`src/rtl/alu_pkg.sv`:
```
// Shared definitions for the ALU execute stage: widths, opcodes and FSM encoding.
package alu_pkg;

   localparam int ALU_DATA_W     = 16;
   localparam int ALU_REG_SEL_W  = 3;
   localparam int ALU_MUL_CYCLES = 16;

   localparam logic [2:0] OP_ADD = 3'b000;
   localparam logic [2:0] OP_SUB = 3'b001;
   localparam logic [2:0] OP_AND = 3'b010;
   localparam logic [2:0] OP_OR  = 3'b011;
   localparam logic [2:0] OP_XOR = 3'b100;
   localparam logic [2:0] OP_SHL = 3'b101;
   localparam logic [2:0] OP_SHR = 3'b110;
   localparam logic [2:0] OP_MUL = 3'b111;

   typedef enum logic {
      ST_IDLE     = 1'b0,
      ST_MUL_BUSY = 1'b1
   } state_t;

endpackage

```
`src/rtl/alu_shift_add_mul.sv`:
```
// Iterative shift-add multiplier: one partial product per step, done on the last step.
module alu_shift_add_mul
   import alu_pkg::*;
#(
   parameter int DATA_W     = ALU_DATA_W,
   parameter int MUL_CYCLES = ALU_MUL_CYCLES
) (
   input  logic                  clk,
   input  logic                  reset,
   input  logic                  start,
   input  logic                  step,
   input  logic [DATA_W-1:0]     a,
   input  logic [DATA_W-1:0]     b,
   output logic                  done,
   output logic [2*DATA_W-1:0]   product
);

   localparam int CNT_W = $clog2(MUL_CYCLES);
   localparam logic [CNT_W-1:0] LAST = CNT_W'(MUL_CYCLES - 1);

   logic [2*DATA_W-1:0] mcand;
   logic [DATA_W-1:0]   mplier;
   logic [2*DATA_W-1:0] acc;
   logic [2*DATA_W-1:0] acc_next;
   logic [CNT_W-1:0]    count;

   // product is the accumulator after this cycle's add, so the top can
   // register the final value on the same edge the last step happens.
   always_comb begin
      acc_next = mplier[0] ? (acc + mcand) : acc;
      product  = acc_next;
      done     = step && (count == LAST);
   end

   always_ff @(posedge clk) begin
      if (reset) begin
         mcand  <= '0;
         mplier <= '0;
         acc    <= '0;
         count  <= '0;
      end else if (start) begin
         mcand  <= {{DATA_W{1'b0}}, a};
         mplier <= b;
         acc    <= '0;
         count  <= '0;
      end else if (step) begin
         acc    <= acc_next;
         mcand  <= mcand << 1;
         mplier <= mplier >> 1;
         count  <= done ? '0 : count + 1'b1;
      end
   end

endmodule

```
`src/rtl/alu_execute_stage.sv`:
```
// Execute stage feeding the 8x16 register bank; single-cycle ops plus a 16-cycle MUL.
// Define ALU_FAST_MUL_EN to build MUL as a single-cycle combinational multiplier instead.
module alu_execute_stage
   import alu_pkg::*;
#(
   parameter int DATA_W     = ALU_DATA_W,
   parameter int REG_SEL_W  = ALU_REG_SEL_W,
   parameter int MUL_CYCLES = ALU_MUL_CYCLES
) (
   input  logic                 clk,
   input  logic                 reset,
   input  logic                 op_valid,
   output logic                 op_ready,
   input  logic [2:0]           opcode,
   input  logic [DATA_W-1:0]    src1,
   input  logic [DATA_W-1:0]    src2,
   input  logic [REG_SEL_W-1:0] dest_sel_in,
   output logic [DATA_W-1:0]    ALU_result,
   output logic [REG_SEL_W-1:0] destreg_sel,
   output logic                 result_valid,
   output logic                 zero_flag,
   output logic                 carry_flag
);

   localparam int SH_W = $clog2(DATA_W);

   // Handshake: an op transfers on a rising edge with op_valid && op_ready;
   // operands are sampled only on that edge and op_valid is ignored otherwise.
   logic accept;
   logic slow_mul;
   logic mul_done;
   logic [DATA_W-1:0]    mul_res;
   logic                 mul_carry;
   logic [REG_SEL_W-1:0] mul_dest;

   logic [DATA_W-1:0] alu_res;
   logic              alu_carry;
   logic [DATA_W:0]   sum;
   logic [DATA_W:0]   shl;
   logic [DATA_W:0]   shr;

   assign accept = op_valid && op_ready;

`ifdef ALU_FAST_MUL_EN
   logic [2*DATA_W-1:0] fast_prod;

   assign fast_prod = {{DATA_W{1'b0}}, src1} * {{DATA_W{1'b0}}, src2};
   assign op_ready  = 1'b1;
   assign slow_mul  = 1'b0;
   assign mul_done  = 1'b0;
   assign mul_res   = '0;
   assign mul_carry = 1'b0;
   assign mul_dest  = '0;
`else
   state_t              state;
   state_t              state_next;
   logic                mul_start;
   logic [2*DATA_W-1:0] product;

   assign slow_mul  = (opcode == OP_MUL);
   assign mul_start = accept && slow_mul;

   always_ff @(posedge clk) begin
      if (reset) state <= ST_IDLE;
      else       state <= state_next;
   end

   always_comb begin
      state_next = state;
      case (state)
         ST_IDLE:     if (mul_start) state_next = ST_MUL_BUSY;
         ST_MUL_BUSY: if (mul_done)  state_next = ST_IDLE;
         default:     state_next = ST_IDLE;
      endcase
   end

   always_comb begin
      op_ready = (state == ST_IDLE);
   end

   alu_shift_add_mul #(
      .DATA_W     (DATA_W),
      .MUL_CYCLES (MUL_CYCLES)
   ) u_mul (
      .clk     (clk),
      .reset   (reset),
      .start   (mul_start),
      .step    (state == ST_MUL_BUSY),
      .a       (src1),
      .b       (src2),
      .done    (mul_done),
      .product (product)
   );

   // Destination is parked here so destreg_sel keeps showing the last result until MUL ends.
   always_ff @(posedge clk) begin
      if (reset)          mul_dest <= '0;
      else if (mul_start) mul_dest <= dest_sel_in;
   end

   assign mul_res   = product[DATA_W-1:0];
   assign mul_carry = |product[2*DATA_W-1:DATA_W];
`endif

   // Shifts run one bit wider so the last bit shifted out lands in bit DATA_W / bit 0.
   always_comb begin
      alu_res   = '0;
      alu_carry = 1'b0;
      sum = {1'b0, src1} + {1'b0, src2};
      shl = {1'b0, src1} << src2[SH_W-1:0];
      shr = {src1, 1'b0} >> src2[SH_W-1:0];
      case (opcode)
         OP_ADD: begin alu_res = sum[DATA_W-1:0]; alu_carry = sum[DATA_W]; end
         OP_SUB: begin alu_res = src1 - src2;     alu_carry = (src1 < src2); end
         OP_AND: alu_res = src1 & src2;
         OP_OR:  alu_res = src1 | src2;
         OP_XOR: alu_res = src1 ^ src2;
         OP_SHL: begin alu_res = shl[DATA_W-1:0]; alu_carry = shl[DATA_W]; end
         OP_SHR: begin alu_res = shr[DATA_W:1];   alu_carry = shr[0]; end
`ifdef ALU_FAST_MUL_EN
         OP_MUL: begin
            alu_res   = fast_prod[DATA_W-1:0];
            alu_carry = |fast_prod[2*DATA_W-1:DATA_W];
         end
`endif
         default: ;
      endcase
   end

   always_ff @(posedge clk) begin
      if (reset) begin
         ALU_result   <= '0;
         destreg_sel  <= '0;
         result_valid <= 1'b0;
         zero_flag    <= 1'b0;
         carry_flag   <= 1'b0;
      end else begin
         result_valid <= 1'b0;
         if (accept && !slow_mul) begin
            ALU_result   <= alu_res;
            destreg_sel  <= dest_sel_in;
            zero_flag    <= (alu_res == '0);
            carry_flag   <= alu_carry;
            result_valid <= 1'b1;
         end
         if (mul_done) begin
            ALU_result   <= mul_res;
            destreg_sel  <= mul_dest;
            zero_flag    <= (mul_res == '0);
            carry_flag   <= mul_carry;
            result_valid <= 1'b1;
         end
      end
   end

endmodule
```
`config.mk`:
```
export PLATFORM = sky130hd
export DESIGN_NAME = alu_execute_stage
export DESIGN_NICKNAME = d
export VERILOG_FILES = /design/src/rtl/alu_pkg.sv /design/src/rtl/alu_shift_add_mul.sv /design/src/rtl/alu_execute_stage.sv
export SDC_FILE = /design/constraint.sdc
export NUM_CORES = 1
export LEC_CHECK = 0
export BUFFER_PORTS_ARGS = -buffer_cell sky130_fd_sc_hd__buf_2
export CORE_MARGIN = 2
export CORE_UTILIZATION = 35
export CTS_CLUSTER_SIZE = 30
export DETAILED_ROUTE_END_ITERATION = 16
export SLEW_MARGIN = 30
export SYNTH_ARGS = -nofsm -noshare
export SYNTH_HDL_FRONTEND = slang
export SYNTH_SLANG_ARGS = --single-unit
```
`constraint.sdc`:
```
create_clock -name clk -period 5.3 [get_ports clk]
set_input_delay 0.795 -clock clk [delete_from_list [all_inputs] [get_ports clk]]
set_output_delay 0.795 -clock clk [all_outputs]
set_load 0.03 [all_outputs]
```
==> flow_summary_export.csv, run 1 <==
group,metric,value,unit
synth,synth_top_area_share,21.8,%
cts,clk_pin_slew_worst_paths,0.07,ns
detailed_routing,totalWireLength,35.1,mm
setup_path,start_kind,"input pin",
cts,post_cts_resized,0,
placed_design,dp_hpwl,26.4,mm
sta,drv_slew,0,
detailed_routing,wl_met3,2.06,mm
placed_design,place_ws,1.07,ns
synth,synthArstFlopShare,0,%
floorplanning,die_area,0.0302,mm2
cts,clock-root-buffer,"clkbuf_16",
outcome,run_status,"finished, final reports clean",
floorplanning,core,0.0285,mm2
setup_path,end_kind,"flop",
global_routing,grt.total_usage,22.9,%
synth,dominantRegCellSynth,"dfxtp_1",
floorplanning,ios,64,
synth,synth_simple_gate_area_share,18.7,%
detailed_routing,final_antenna_net_count,0,
power_and_ir_drop,peakVddDrop,0.000128,V
global_routing,grt_pass1_vias,9557,
sta,finalHoldViolations,0,
global_routing,grt_max_degree,78,
sta,setup_tns,0,ns
setup_path,cp_max_fo,34,
synth,synth_top_family_by_area,"compound AO/OA/AOI/OAI gates",
synth,synth_compound_gate_area_share,28.1,%
synth,yosysTopAreaCell,"dfxtp_1",
cts,cts_tree,"yes",
detailed_routing,drt-initial-drc-count,910,
global_routing,grt-ovfl-total,0,
synth,synth_fa_ha_area_share,11.0,%
synth,netlist_instances,1338,
sta,fin_crit_sh,74.2,%
power_and_ir_drop,powerDensity,200,mW/mm2
synth,synth_area,0.0101,mm2
sta,finalClockSkew,0.0155,ns
setup_path,slowest_delay,0.55,ns
sta,fmax,254,MHz
synth,ys_seq_area_share,21.8,%
synth,syn_nets,1466,
setup_path,cp.buffers_inverters,2,
setup_path,cp.arrival,4.22,ns
detailed_routing,num_vias,10100,
global_routing,grt_pass1_wl,54.7,mm
sta,setup_viol,0,
setup_path,cp_top_family,"compound AO/OA/AOI/OAI gates",
sta,rsz0062_at_grt,"false",
cts,post_cts_buffers,0,
layout,final_net_count,1461,
hold_path,hp-class,"reg -> reg",
placed_design,port_buffers,63,
cts,clock_latency,0.37,ns
setup_path,critPathRequiredTime,5.59,ns
cts,ctsHoldBuffers,0,
synth,synthXorXnorAreaFrac,3.48,%
detailed_routing,wl_met1,15.4,mm
detailed_routing,via_per_inst,5.86,
placed_design,place_congestion,0.964,
layout,area_growth,8.55,%
floorplanning,die_h,174,um
cts,cts_sinks,110,
detailed_routing,dr.pass1.iters,6,
cts,cts_buffer_depth,2,
sta,period_needed,3.93,ns
synth,synth.avg_cell_area,7.53,um2
layout,drive_gt1_share,10.8,%
setup_path,critPathSlowestCell,"o41ai_1",
detailed_routing,drc_errors,0,
setup_path,crit_chain,"buf_2 -> inv_2 -> ha_1 -> o21bai_1 -> a221o_1 -> o41ai_1 -> o221a_2 -> o31ai_1 -> mux2i_1 -> nor2_1 -> a211o_1 -> nor3_1 -> o2bb2ai_1",
detailed_routing,wl_met2,16.4,mm
synth,muxShareOfSynthArea,10.5,%
floorplanning,floorplan.initialDensity,35.3,%
detailed_routing,wl_per_cell,20.4,um
synth,ys_warn_count,0,
synth,synth-seq-cells,110,
global_routing,grt_antenna_before_repair,0,
cts,cts_max_level,3,
sta,relSlewSlack,35.1,%
layout,num_antenna_cells,0,
run,maxCapViolations,0,
synth,synth_area_leaders,"dfxtp_1 (22%), ha_1 (10%), a21oi_1 (7.1%)",
floorplanning,fp.dieW,174,um
power_and_ir_drop,leakagePower,4.36,nW
sta,tightest_slew,0.968,ns
setup_path,criticalPathCategory,"in -> reg",
floorplanning,rows,62,
synth,yosysUniqueCellTypes,79,
synth,synth_edf_count,0,
cts,numCtsBuffers,9,
sta,worst_slack,1.37,ns
detailed_routing,highest_layer,"met4",
[synthesized netlist by cell type (all sizes together), types with 26 or more instances]
master / number
nor2: 167
dfxtp: 110
inv: 66
a21oi: 144
a211oi: 33
o21ai: 71
ha: 84
a22oi: 45
clkbuf: 70
a21o: 26
nor3: 29
nand2: 113
buf: 27
mux2i: 66
[kinds of logic (layout without fill, tap and decap cells)]
kind of cell / Yosys count / after routing
AO/OA/AOI/OAI: 435 / 435
AND/OR/NAND/NOR: 412 / 412
buffers and inverters: 164 / 164
flip-flops: 110 / 110
multiplexers: 90 / 90
adder cells (fa/ha/maj): 87 / 87
XOR/XNOR: 40 / 40
[report_power, final]
group          internal [mW]  switching [mW]  total [mW]  leakage (nW)
clock                  0.375           0.349       0.724         0.150
sequential             0.849          0.0217       0.871         0.892
combinational          0.207           0.392       0.599          3.32
[metrics by stage]
step	power, mW	cell area (um2)	instances	util [%]	hold slack, ns
3_5_place_dp	1.48	10600	1706	37.3	0.445
6_report	2.19	10900	1722	38.3	0.454
2_1_floorplan	1.29	10100	1338	-	0.437
3_3_place_gp	1.48	10600	1706	37.3	0.444
5_1_grt	2.30	10900	1722	38.3	0.474
4_1_cts	2.20	10900	1722	38.3	0.455
[sequential cells by signal, summed over array words and instances (netlist names)]
register and flops:
u_mul.acc 32, u_mul.mcand 32, ALU_result 16, u_mul.mplier 16
u_mul.count 4, destreg_sel 3, mul_dest 3, carry_flag 1
result_valid 1, state 1, zero_flag 1
[path summary, 6_finish.rpt]
kind | start | cells past startpoint | slack [ns] | to
min | destreg_sel[0]$_SDFFE_PP0P_ | 2 | 0.45 | destreg_sel[0]$_SDFFE_PP0P_
min reg2reg | destreg_sel[0]$_SDFFE_PP0P_ | 2 | 0.45 | destreg_sel[0]$_SDFFE_PP0P_
max | src2[1] | 13 | 1.37 | zero_flag$_SDFFE_PP0P_
max reg2reg | u_mul.mcand[7]$_SDFFE_PP0P_ | 11 | 1.50 | carry_flag$_SDFFE_PP0P_
[metal layers]
layer	vias to the layer above	GRT usage, %
met5	-	0
met4	0	8.68
met3	80	3.33
met2	392	38.6
met1	4764	29.7
li1	4850	-
[tightest hold or removal path, delay by kind of cell, from the launching register on]
| kind | cells | cell delay, ns |
|---|---|---|
| AO/OA/AOI/OAI | 1 | 0.05 |
| flip-flops | 1 | 0.31 |
| AND/OR/NAND/NOR | 1 | 0.05 |
[layout make-up]
class | instances | area (um2)
well taps | 384 | 480
fillers | 3051 | 17600
multi-input cells | 1064 | 7250
clock inverters | 7 | 80.1
repair buffers | 81 | 450
clock buffers | 9 | 225
inverters | 67 | 251
flip-flops and latches | 110 | 2210
[cell usage in the layout, fill, tap and decap left out, types with 28 or more instances in the layout]
cell type | Yosys | routed
a211oi_1 | 31 | 31
o21ai_0 | 57 | 57
a21oi_1 | 143 | 143
mux2i_1 | 66 | 66
nor2_1 | 167 | 165
inv_1 | 63 | 63
nand2_1 | 113 | 113
dfxtp_1 | 110 | 108
buf_2 | 14 | 63
a22oi_1 | 44 | 44
nor3_1 | 29 | 28
ha_1 | 84 | 84
No activity file was read; power rests on OpenSTA's default activity.
==> run 2: changes to the inputs <==
==> constraint.sdc (replaced) <==
create_clock -name clk -period 3.7 [get_ports clk]
set_input_delay 0.555 -clock clk [delete_from_list [all_inputs] [get_ports clk]]
set_output_delay 0.555 -clock clk [all_outputs]
set_load 0.03 [all_outputs]
==> flow_summary_export.csv, run 2 (same netlist as run 1, synthesis figures left out) <==
group,metric,value,unit
outcome,run_status,"finished, final reports clean",
cts,cts_tree,"yes",
sta,finalHoldViolations,0,
power_and_ir_drop,clockPowerShare,32.0,%
sta,tightest_slew,0.844,ns
global_routing,grt_pass1_wl,54.5,mm
power_and_ir_drop,comb_power_share,28.2,%
detailed_routing,wl_per_cell,19.4,um
setup_path,end_kind,"flop",
floorplanning,die_area,0.0302,mm2
cts,clock-root-buffer,"clkbuf_16",
layout,final_cell_mix,"nor2_1 (165), a21oi_1 (143), nand2_1 (113)",
floorplanning,ios,64,
power_and_ir_drop,switching_share,35.4,%
power_and_ir_drop,pwr-share-seq,39.7,%
sta,setup_viol,0,
placed_design,port_buffers,63,
power_and_ir_drop,powerDensity,278,mW/mm2
power_and_ir_drop,peakVddDrop,0.000237,V
global_routing,grt_antenna_before_repair,0,
setup_path,ff2ff_path_depth,13,
setup_path,start_kind,"flop",
setup_path,crit_start,"u_mul.acc[1]$_SDFFE_PP0P_",
global_routing,grt_pass1_vias,9732,
setup_path,r2r_end,"carry_flag$_SDFFE_PP0P_",
layout,final_core_util,39.6,%
cts,cts_sinks,110,
cts,cts_max_level,3,
sta,worst_slack,0.287,ns
sta,relSlewSlack,43.8,%
power_and_ir_drop,power.switching,1.11,mW
cts,post_cts_buffers,0,
layout,area_growth,12.3,%
cts,clock_latency,0.36,ns
detailed_routing,final_antenna_net_count,0,
layout,final_common_cell,"nor2_1",
detailed_routing,drt-initial-drc-count,1012,
placed_design,dp_hpwl,26.5,mm
layout,num_antenna_cells,0,
floorplanning,fp.dieW,174,um
placed_design,place_ws,0.210,ns
hold_path,hp-class,"in -> reg",
setup_path,crit_chain,"ha_1 -> a211oi_2 -> o21ai_2 -> a211oi_2 -> o31ai_1 -> buf_4 -> xor2_1 -> mux2_2 -> nor4_1 -> nand4_1 -> nor4_1 -> buf_4 -> a41oi_1",
cts,numCtsBuffers,9,
floorplanning,die_h,174,um
layout,top_regs,"u_mul.acc (32), u_mul.mcand (32)",
setup_path,rrSetupSlack,0.29,ns
detailed_routing,drc_errors,0,
layout,finalInstanceArea,0.0113,mm2
cts,ctsHoldBuffers,0,
setup_path,criticalPathCategory,"reg -> reg",
detailed_routing,dr.pass1.iters,5,
power_and_ir_drop,leakagePower,4.59,nW
floorplanning,core,0.0285,mm2
setup_path,crit_end,"carry_flag$_SDFFE_PP0P_",
cts,cts_buffer_depth,2,
detailed_routing,via_per_inst,5.79,
sta,setup_tns,0,ns
layout,drive_gt1_share,13.8,%
global_routing,grt.total_usage,22.5,%
sta,finalClockSkew,0.0202,ns
detailed_routing,num_vias,10200,
floorplanning,rows,62,
floorplanning,floorplan.initialDensity,35.3,%
sta,fmax,293,MHz
cts,post_cts_resized,0,
layout,final_net_count,1507,
placed_design,place_congestion,0.996,
setup_path,critPathRequiredTime,3.93,ns
hold_path,whs_path_depth,3,
sta,drv_slew,0,
sta,rsz0062_at_grt,"false",
setup_path,cp.arrival,3.64,ns
setup_path,r2r-start,"u_mul.acc[1]$_SDFFE_PP0P_",
setup_path,cp_max_fo,4,
setup_path,slowest_delay,0.50,ns
sta,period_needed,3.41,ns
detailed_routing,totalWireLength,34.4,mm
layout,n_fill_cell,3047,
run,maxCapViolations,0,
global_routing,grt-ovfl-total,0,
cts,clk_pin_slew_worst_paths,0.09,ns
setup_path,critPathSlowestCell,"nor4_1",
placed_design,detailed_place.area,0.0110,mm2
global_routing,grt_max_degree,60,
sta,fin_crit_sh,92.3,%
sta,whs,0.448,ns
power_and_ir_drop,power.internal,2.03,mW
-- run 2: cell count changes in the layout (fill, tap and decap cells not counted), sizes merged --
| cell | change |
|---|---|
| clkinvlp | -1 |
| buf | +46 |
| inv | -2 |
| bufinv | -1 |
| clkinv | +4 |
-- run 2: power by group through the flow --
stage / Sequential [mW] / Clock, mW / Combinational, mW
after floorplan: 1.29 / 0 / 0.550
after global placement: 1.27 / 0 / 0.871
after detailed placement: 1.27 / 0 / 0.873
after CTS: 1.25 / 1.03 / 0.877
after global routing: 1.25 / 1.08 / 0.963
final: 1.25 / 1.01 / 0.887
-- run 2: worst max-delay path, delay by kind of cell (launching register included) --
| family | cells | cell delay, ns |
|---|---|---|
| adder cells (fa/ha/maj) | 1 | 0.33 |
| multiplexers | 1 | 0.29 |
| XOR/XNOR | 1 | 0.13 |
| flip-flops | 1 | 0.34 |
| AO/OA/AOI/OAI | 5 | 1.01 |
| buffers and inverters | 2 | 0.32 |
| AND/OR/NAND/NOR | 3 | 0.86 |
-- run 2: per-layer routing --
| layer | vias up | GRT usage, % | part of all wire [%] |
|---|---|---|---|
| li1 | 4950 | - | - |
| met1 | 4927 | 30.4 | 46 |
| met2 | 312 | 37.8 | 47 |
| met3 | 50 | 2.41 | 5.1 |
| met4 | 0 | 6.83 | 2.5 |
| met5 | - | 0 | 0 |
-- run 2: area by class of cell --
type | count | area [um2] | share of cell area, %
Tap cell | 384 | 480 | 4.25
Clock inverter | 7 | 86.3 | 0.763
Multi-Input combinational cell | 1064 | 7250 | 64.0
Clock buffer | 9 | 225 | 1.99
Inverter | 67 | 251 | 2.22
Timing Repair Buffer | 127 | 821 | 7.25
Sequential cell | 110 | 2210 | 19.5
-- run 2: worst min-delay path by stage --
stage	from	end	slack, ns
finish	dest_sel_in[0]	mul_dest[0]$_SDFFE_PP0P_	0.45
global route	dest_sel_in[0]	mul_dest[0]$_SDFFE_PP0P_	0.46
CTS	dest_sel_in[1]	mul_dest[1]$_SDFFE_PP0P_	0.44
detailed placement	u_mul.mplier[5]$_SDFFE_PP0P_	u_mul.mplier[5]$_SDFFE_PP0P_	0.45
global placement	destreg_sel[2]$_SDFFE_PP0P_	destreg_sel[2]$_SDFFE_PP0P_	0.44
floorplan	u_mul.mplier[10]$_SDFFE_PP0P_	u_mul.mplier[10]$_SDFFE_PP0P_	0.44
-- run 2: stage by stage --
step	cells	power, mW
2_1_floorplan	1338	1.85
3_3_place_gp	1752	2.15
3_5_place_dp	1752	2.15
4_1_cts	1768	3.15
5_1_grt	1768	3.30
6_report	1768	3.14
